File: src/rtl/hamming_rd_port_decoder.sv
// hamming_rd_port_decoder: single-outstanding read port controller with SEC-DED decode and saturating error counters
module hamming_rd_port_decoder #(
    parameter int DATA_WIDTH = 4,
    parameter int MEM_DEPTH  = 32,
    parameter int ADDR_WIDTH = $clog2(MEM_DEPTH),
    parameter int MEM_WIDTH  = 2 * ADDR_WIDTH,
    parameter int RD_LATENCY = 5
) (
    input  logic                  clk,
    input  logic                  rst,
    input  logic                  rd_req_valid,
    output logic                  rd_req_ready,
    input  logic [ADDR_WIDTH-1:0] rd_req_addr,
    output logic                  mem_en,
    output logic [ADDR_WIDTH-1:0] mem_addr,
    input  logic [MEM_WIDTH-1:0]  mem_rdata,
    output logic                  resp_valid,
    input  logic                  resp_ready,
    output logic [DATA_WIDTH-1:0] resp_data,
    output logic                  resp_corr,
    output logic                  resp_dbl,
    output logic [7:0]            corr_cnt,
    output logic [7:0]            dbl_cnt
);
    typedef enum logic [1:0] {IDLE, ISSUE, WAIT, RESP} state_t;
    state_t state, state_nx;
    logic [3:0] cnt;
    logic [7:0] cw, fixed;
    logic [2:0] syn;
    logic par, dbl, capture, unused_rdata;

    assign cw = mem_rdata[7:0];
    assign unused_rdata = ^mem_rdata[MEM_WIDTH-1:8];
    assign syn = {cw[4] ^ cw[5] ^ cw[6] ^ cw[7], cw[2] ^ cw[3] ^ cw[6] ^ cw[7], cw[1] ^ cw[3] ^ cw[5] ^ cw[7]};
    assign par = ^cw;
    assign dbl = !par && syn != 3'd0;
    // odd parity marks a single flip at position syn; syn==0 lands on the overall parity bit
    assign fixed = par ? cw ^ (8'd1 << syn) : cw;
    assign capture = state == WAIT && cnt == 4'd0;
    assign mem_en = state == ISSUE;
    assign resp_valid = state == RESP;

    always_comb begin
        state_nx = state;
        case (state)
            IDLE:    state_nx = rd_req_valid && rd_req_ready ? ISSUE : IDLE;
            ISSUE:   state_nx = WAIT;
            WAIT:    state_nx = capture ? RESP : WAIT;
            default: state_nx = resp_ready ? IDLE : RESP;
        endcase
    end

    always_ff @(posedge clk) begin
        if (rst) begin
            state        <= IDLE;
            rd_req_ready <= 1'b0;
            mem_addr     <= '0;
            cnt          <= '0;
            resp_data    <= '0;
            resp_corr    <= 1'b0;
            resp_dbl     <= 1'b0;
            corr_cnt     <= '0;
            dbl_cnt      <= '0;
        end else begin
            state        <= state_nx;
            rd_req_ready <= state_nx == IDLE;
            if (state == IDLE && rd_req_valid && rd_req_ready)
                mem_addr <= rd_req_addr;
            cnt <= state == ISSUE ? 4'(RD_LATENCY - 1) : cnt - {3'd0, state == WAIT};
            if (capture) begin
                resp_data <= {fixed[7], fixed[6], fixed[5], fixed[3]};
                resp_corr <= par;
                resp_dbl  <= dbl;
                if (par && corr_cnt != 8'hFF)
                    corr_cnt <= corr_cnt + 8'd1;
                if (dbl && dbl_cnt != 8'hFF)
                    dbl_cnt <= dbl_cnt + 8'd1;
            end
        end
    end
endmodule

File: config.mk
export PLATFORM = sky130hd
export DESIGN_NAME = hamming_rd_port_decoder
export DESIGN_NICKNAME = d
export VERILOG_FILES = /design/src/rtl/hamming_rd_port_decoder.sv
export SDC_FILE = /design/constraint.sdc
export NUM_CORES = 1
export LEC_CHECK = 0
export CORE_MARGIN = 4
export CORE_UTILIZATION = 43
export DETAILED_ROUTE_END_ITERATION = 6
export PLACE_DENSITY = 0.85
export SLEW_MARGIN = 20
export SYNTH_ARGS = -nofsm -noshare
export SYNTH_HDL_FRONTEND = slang
export SYNTH_SLANG_ARGS = --single-unit
File: constraint.sdc
create_clock -name clk -period 1.68 [get_ports clk]
set_input_delay 0.168 -clock clk [delete_from_list [all_inputs] [get_ports clk]]
set_output_delay 0.168 -clock clk [all_outputs]
set_load 0.01 [all_outputs]
# --- After elaboration in Yosys (flattened, before gate mapping) ---
# Cells that the tools add are included.
totals:
  regBits: 34
  latch_bits: 0
  mem_bits_rw: 0
  mem_bits_ro: 0
  input_bits: 19
  output_inout_bits: 30
  wordCells: 51
  memories: 0
classes:
  add_sub_neg: 3
  n_mul: 0
  n_div: 0
  n_lt_le_gt_ge: 0
  eq_ne: 5
  shift: 1
  muxes: 6
  n_bitwise: 10
  reduce_logical: 16
op_table:
  columns: ["op", "n"]
  rows:
  - ["$add 8x1->8 const B", 2]
  - ["$ne 8x8->1 const B", 2]
  - ["$xor 1x1->1", 9]
  - ["$mux 8", 1]
  - ["$reduce_xor 8->1", 1]
  - ["$shl 1x3->8 const A", 1]
  - ["$xor 8x8->8", 1]
  - ["$logic_and 1x1->1", 7]
  - ["$pmux 2 s3", 1]
  - ["$eq 2x2->1 const B", 2]
  - ["$logic_not 2->1", 2]
  - ["$logic_not 4->1", 1]
  - ["$reduce_and 2->1", 2]
  - ["$sub 4x1->4", 1]
  - ["$mux 3", 1]
  - ["$reduce_bool 3->1", 1]
  - ["$eq 2x1->1 const B", 1]
  - ["$mux 1", 2]
  - ["$mux 2", 1]
  - ["$reduce_or 2->1", 1]
  - ["$logic_not 1->1", 1]

# --- Logic depth before layout (Yosys ltp) ---
logic_depth:
  depth_word: 7
  ltp_mapped: 8

# --- Least setup slack after synthesis ---
# No wires, ideal clock.
synth_timing:
  path_kind: "input to register"
  start: "input mem_rdata[4]"
  end: "register dbl_cnt[6]"
  setup_time_ns: 0.122
  arrival_ns: 1.701
  required_time_ns: 1.558
  setup_slack_ns: -0.142
  path_stages: 5
  n_path_buf: 0
  cell_sequence: "xnor3_1 xnor2_2 a2111oi_4 o2111ai_2 o311a_1"
synth_between:
  elab_chain_len: 7
  word_cells_on_any_way: 9
  classes_between: "bitwise: 3; reduce/logical: 6"
synth_lines:
  columns: ["item", "line_no", "rtl"]
  rows:
  - ["start: declaration", "16", "input logic [MEM_WIDTH-1:0] mem_rdata,"]
  - ["$xor 1x1->1 (3 in series)", "34", "assign syn = {cw[4] ^ cw[5] ^ cw[6] ^ cw[7], cw[2] ^ cw[3] ^ cw[6] ^ cw[7], cw[1] ^ cw[3] ^ cw[5] ^ cw[7]};"]
  - ["$reduce_bool 3->1", "36", "assign dbl = !par && syn != 3'd0;"]
  - ["$logic_and 1x1->1 *", "36", null]
  - ["$logic_and 1x1->1 *", "76", "if (dbl && dbl_cnt != 8'hFF)"]
  - ["$reduce_and 2->1 (no source line) *", null, null]
  - ["end signal: assignment", "77", "dbl_cnt <= dbl_cnt + 8'd1;"]
  - ["end: declaration", "23", "output logic [7:0] dbl_cnt"]
# Every way passes the cells marked *; elsewhere a longest branch is shown, timed or not.
# A chain may end at the register's enable or synchronous reset.

# --- Worst setup path after layout ---
layout_timing:
  start: "register state[0]"
  end: "output resp_valid"
layout_between:
  elab_chain_len: 1
layout_lines:
  columns: ["item", "line_no", "rtl"]
  rows:
  - ["start: declaration", "26", "state_t state, state_nx;"]
  - ["start signal: assignment", "65", "state <= state_nx;"]
  - ["$eq 2x2->1", "41", "assign resp_valid = state == RESP;"]
  - ["end: declaration", "17", "output logic resp_valid,"]
# Every way passes these cells.

==> impl_metrics.py <==
metrics = {
    "final_layout": {
        "final_common_cell": "clkdlybuf4s50_1",
        "stdcell_area_mm2": 0.002734,
        "fin_nets": 293,
        "final_cell_mix": "clkdlybuf4s50_1 (37), dfxtp_1 (34), nor2_1 (32)",
        "antenna_cells": 0,
        "synthToLayoutAreaGrowth_pct": 49.86,
        "drive_above_1_share_pct": 23.97,
    },
    "timing": {
        "slew_violations": 0,
        "fin_worst_skew_ps": 3.081,
        "relSlewSlack_pct": 74.49,
        "hold_viol": 0,
        "rsz0062_at_grt": "true",
        "period_share_pct": 96.19,
        "max_slew.worst_pin.slew_ps": 382.6,
        "finalWorstSetupSlack_ps": 64.00,
        "min_period_ps": 1616,
        "max_freq_mhz": 618.8,
        "finalSetupViolCount": 0,
        "fin_tns_setup_ps": 0,
    },
    "floorplanning": {
        "io_pins": 49,
        "die_w_um": 73.14,
        "dieArea_mm2": 0.005349,
        "start_util_pct": 44.96,
        "row_count": 23,
        "die_y_um": 73.14,
        "core-area_mm2": 0.004058,
    },
    "clock_tree": {
        "cts_root_buffer": "clkbuf_8",
        "tritoncts": "yes",
        "hold_buffers": 0,
        "insertion_delay_ps": 290,
        "clk_path_buf_depth": 2,
        "cts_buffers": 5,
        "cts.clk_slew.worst_paths_ps": 70,
        "clock_sinks": 34,
        "htreeDepth": 2,
    },
    "global_routing": {
        "overflow": 0,
        "antenna_found_initial": 0,
        "grt_pass1_wl_mm": 7.279,
        "grt_usage_pct": 17.81,
        "grt_max_degree": 35,
        "grt_pass1_vias": 1587,
    },
    "synthesis": {
        "synth_nets": 225,
        "syn_area_mm2": 0.001824,
        "synth_top_area_cell": "dfxtp_1",
        "synth_ff_type": "dfxtp_1",
        "yosysSeqAreaShare_pct": 37.31,
        "synth-seq-cells": 34,
        "syn_avg_cell_area_um2": 9.213,
        "async_flop_share_pct": 0,
        "yosysTopAreaCellShare_pct": 37.31,
        "yosysWarnings": 0,
        "synth_edf_count": 0,
        "yosys.cell_types.count": 37,
        "synthTopCellsByArea": "dfxtp_1 (37%), xor2_1 (8.6%), nor2_1 (7.0%)",
        "synthCells": 198,
    },
    "route": {
        "drc": 0,
        "viasPerCell": 5.208,
        "drt-initial-drc-count": 90,
        "num_vias": 1651,
        "firstDrtPassIters": 4,
        "antenna_left": 0,
        "wl_mm": 4.452,
        "wire_per_inst_um": 14.04,
    },
    "pwr": {
        "seq_power_share_pct": 35.1,
        "p_comb_share_pct": 40.7,
        "p_clk_share_pct": 24.2,
        "switchingPower_mw": 1.017,
        "swShare_pct": 34.30,
        "peakVddDrop_uv": 458.3,
        "fin_total_pwr_mw": 2.964,
        "p_leak_nw": 1.101,
        "p_int_mw": 1.947,
        "p_per_area_mw_per_mm2": 1084,
    },
    "worst_setup_path": {
        "start_kind": "flip-flop",
        "critPathCaptureType": "output port",
        "critical_path_class": "reg2out",
        "worstPathArrival_ps": 1450,
        "worstPathMaxFanout": 6,
        "required_ps": 1510,
    },
    "placement": {
        "place_area_mm2": 0.002482,
        "hpwl_mm": 3.225,
        "pre_cts_ws_ps": -629.9,
        "io_buffers": 46,
        "gp_congestion": 0.8428,
    },
    "min_path": {
        "hold_path.class": "in2reg",
    },
    "job": {
        "drv_cap": 0,
    },
    "run_status": {
        "status": "complete, no violations",
    },
}
-- worst max-delay path, cell delays in order, from the launching register on --
cell and delay [ps]:
dfxtp_1 410, ha_4 190, clkdlybuf4s50_1 560
-- per-stage QoR --
stage / std cells / hold WS [ps] / utilization, %
2_1_floorplan: 198 / 261.4 / -
3_3_place_gp: 308 / 464.2 / 61.18
3_5_place_dp: 308 / 476.4 / 61.18
4_1_cts: 316 / 451.9 / 64.94
5_1_grt: 317 / 368.5 / 67.38
6_report: 317 / 357.9 / 67.38
-- state kept, by name, indices dropped and copies added (netlist names) --
register and flops:
corr_cnt 8, dbl_cnt 8, mem_addr 5, cnt 4, resp_data 4, state 2
rd_req_ready 1, resp_corr 1, resp_dbl 1
-- routing by layer --
| layer | part of all wire, % | wire, um | up-vias | track usage [%] |
|---|---|---|---|---|
| met2 | 53 | 2377 | 29 | 30.29 |
| li1 | - | - | 825 | - |
| met3 | 2.9 | 130 | 8 | 3.030 |
| met4 | 2.2 | 97 | 0 | 10.45 |
| met5 | 0 | 0 | - | 0 |
| met1 | 41 | 1846 | 789 | 20.79 |
-- power groups by stage --
| stage | sequential [mW] | clock (mW) | combinational [mW] |
|---|---|---|---|
| detailed placement | 1.05 | 0 | 1.10 |
| global route | 1.06 | 0.766 | 1.33 |
| finish | 1.04 | 0.717 | 1.21 |
| CTS | 1.03 | 0.730 | 1.12 |
| floorplan | 1.07 | 0 | 0.639 |
| global placement | 1.04 | 0 | 1.06 |
-- cells in the mapped netlist, types with 2 or more instances --
library cell / number
xnor2_1: 6
xor2_1: 18
nand2_1: 7
ha_1: 8
dfxtp_1: 34
clkbuf_1: 4
nor2_1: 34
xor2_2: 2
nand3_1: 9
o211ai_1: 3
inv_1: 8
buf_6: 2
a211oi_1: 4
and3_1: 5
a21oi_1: 7
o21ai_0: 4
nand4_1: 2
mux2i_1: 8
xnor2_2: 2
nor3_1: 10
and4_1: 5
-- cell type report --
| class | count | area [um^2] |
|---|---|---|
| Clock buffer | 8 | 110.1 |
| Fill cell | 307 | 1324 |
| Sequential cell | 34 | 680.7 |
| Multi-Input combinational cell | 148 | 1205 |
| Inverter | 8 | 30.03 |
| Tap cell | 50 | 62.56 |
| Timing Repair Buffer | 69 | 645.6 |
-- final timing paths --
kind,slack [ps],end,cells past startpoint,start
hold reg to reg,510,mem_addr[2],2,mem_addr[2]
hold / removal,360,resp_data[2],4,mem_rdata[6]
setup / recovery,60,resp_valid,2,state[0]
setup reg to reg,80,dbl_cnt[6],5,state[0]
-- cells by family (layout without fill, tap and decap cells) --
family                     Yosys count  in the layout  synth area share [%]
and+or+nand+nor                     78             78                 20.99
AOI/OAI and AO/OA                   25             25                 10.63
muxes                                8              8                 4.390
xor gates and xnor gates            29             29                 16.32
buffers and inverters               16             85                 4.869
DFF                                 34             34                 37.31
adders and majority gates            8              8                 5.487
-- repair_timing --
action                     4_1_cts  5_1_grt
setup endpoints to repair       24       21
pin swaps                        7       14
gates resized for setup         18       26
setup buffers                    0        1
hold endpoints to repair         0        0
Power figures use the tool's default switching activity.
==> RTL change, RTL diff (same flow settings) <==
Set the parameter `MEM_DEPTH` to 64 (it was 32).
--- a/src/rtl/hamming_rd_port_decoder.sv
+++ b/src/rtl/hamming_rd_port_decoder.sv
@@ -2,5 +2,5 @@
 module hamming_rd_port_decoder #(
     parameter int DATA_WIDTH = 4,
-    parameter int MEM_DEPTH  = 32,
+    parameter int MEM_DEPTH  = 64,
     parameter int ADDR_WIDTH = $clog2(MEM_DEPTH),
     parameter int MEM_WIDTH  = 2 * ADDR_WIDTH,
Interface: changed (resized mem_addr, mem_rdata and rd_req_addr); port bits go from 49 to 53. No check against the original RTL was run, so the function may have changed too.
==> RTL change against the unedited design <==
The run now ends with setup timing left. Routed wire length up 0.54%. Clock power down 23%. Maximum frequency down 5.1%. Count of clock-buffer cells in the layout down 2. Register-to-register slack worse by 100 ps. Setup slack worse by 86 ps. Critical path depth up 4. Area after synthesis down 0.48%. Die area down 0.44%. Power down 1.1%. Design area up 1.6%. Sequential cell count up 1. Largest cell class unchanged. Largest power group unchanged. Highest routed layer unchanged.
==> RTL change: results (changes against the unedited design) <==
| Metric | Value |
|---|---|
| Outcome | finished, violations left |
| Failing checks | setup timing |
| Routed wl met3 | 192 µm (+48%) |
| DR vias/cell | 5.075 (-2.6%) |
| Nets@finish | 326 (+11%) |
| Hold path start | mem_rdata[5] |
| Largest net degree at the start of global routing | 27 (-23%) |
| Worst VDD drop | 0.0004749 V (+3.6%) |
| Clock buf count | 6 (-2) |
| Endpoints failing setup | 2 (+2) |
| Slowest stage cell, crit path | or4_4 |
| Hold path endpoint | resp_data[1] |
| Met2 Track Usage GR | 0.3116 (+0.008743) |
| Routability cong. | 0.8223 (-2.4%) |
| Wire length per cell | 12.97 µm (-7.6%) |
| Post-CTS setup buffer count | 2 (+2) |
| GRT Total Usage | 0.1711 (-0.007065) |
| Slack of the critical path | -22.23 ps (-86.23 ps) |
| Number of global-route vias before repair | 1,689 (+6.4%) |
| Non-Clock Inverter Count | 6 (-2) |
| Dpl cell area | 2619 µm² (+5.5%) |
| Crit path largest cell delay | 500 ps (-60 ps) |
| Buffering overhead | 0.2774 (+0.04120) |
| Pre-CTS setup slack | -816.5 ps (-186.6 ps) |
| Top cells by area, synth | dfxtp_1 (39%), nor2_1 (6.6%), xnor2_1 (6.3%) |
| Cell area after synthesis | 1815 µm² (-0.48%) |
-- RTL change: cell types whose count changed in the layout (fill, tap and decap cells not counted), sizes merged, moves of 3 or more --
cell and delta:
a211oi +3, nand2 +3, and4 -5, o211ai -3
a21oi +4, xnor2 +6, buf +19, xor2 -11
nand3 +4
-- RTL change: power groups by stage --
stage | clock [W] | combinational [W] | sequential (W)
floorplan | 0 | 0.000636 | 0.00111
finish | 0.000555 | 0.00131 | 0.00106
global route | 0.000593 | 0.00144 | 0.00108
detailed placement | 0 | 0.00124 | 0.00107
CTS | 0.000568 | 0.00125 | 0.00106
global placement | 0 | 0.00119 | 0.00107
-- RTL change: worst max-delay path by stage --
stage                        to  slack (ps)  cells past startpoint
floorplan           corr_cnt[5]        -220                      6
global placement    corr_cnt[5]        -720                      7
detailed placement  corr_cnt[7]        -820                      7
CTS                 corr_cnt[7]        -160                      7
global route        corr_cnt[7]        -100                      6
finish              corr_cnt[7]         -20                      6
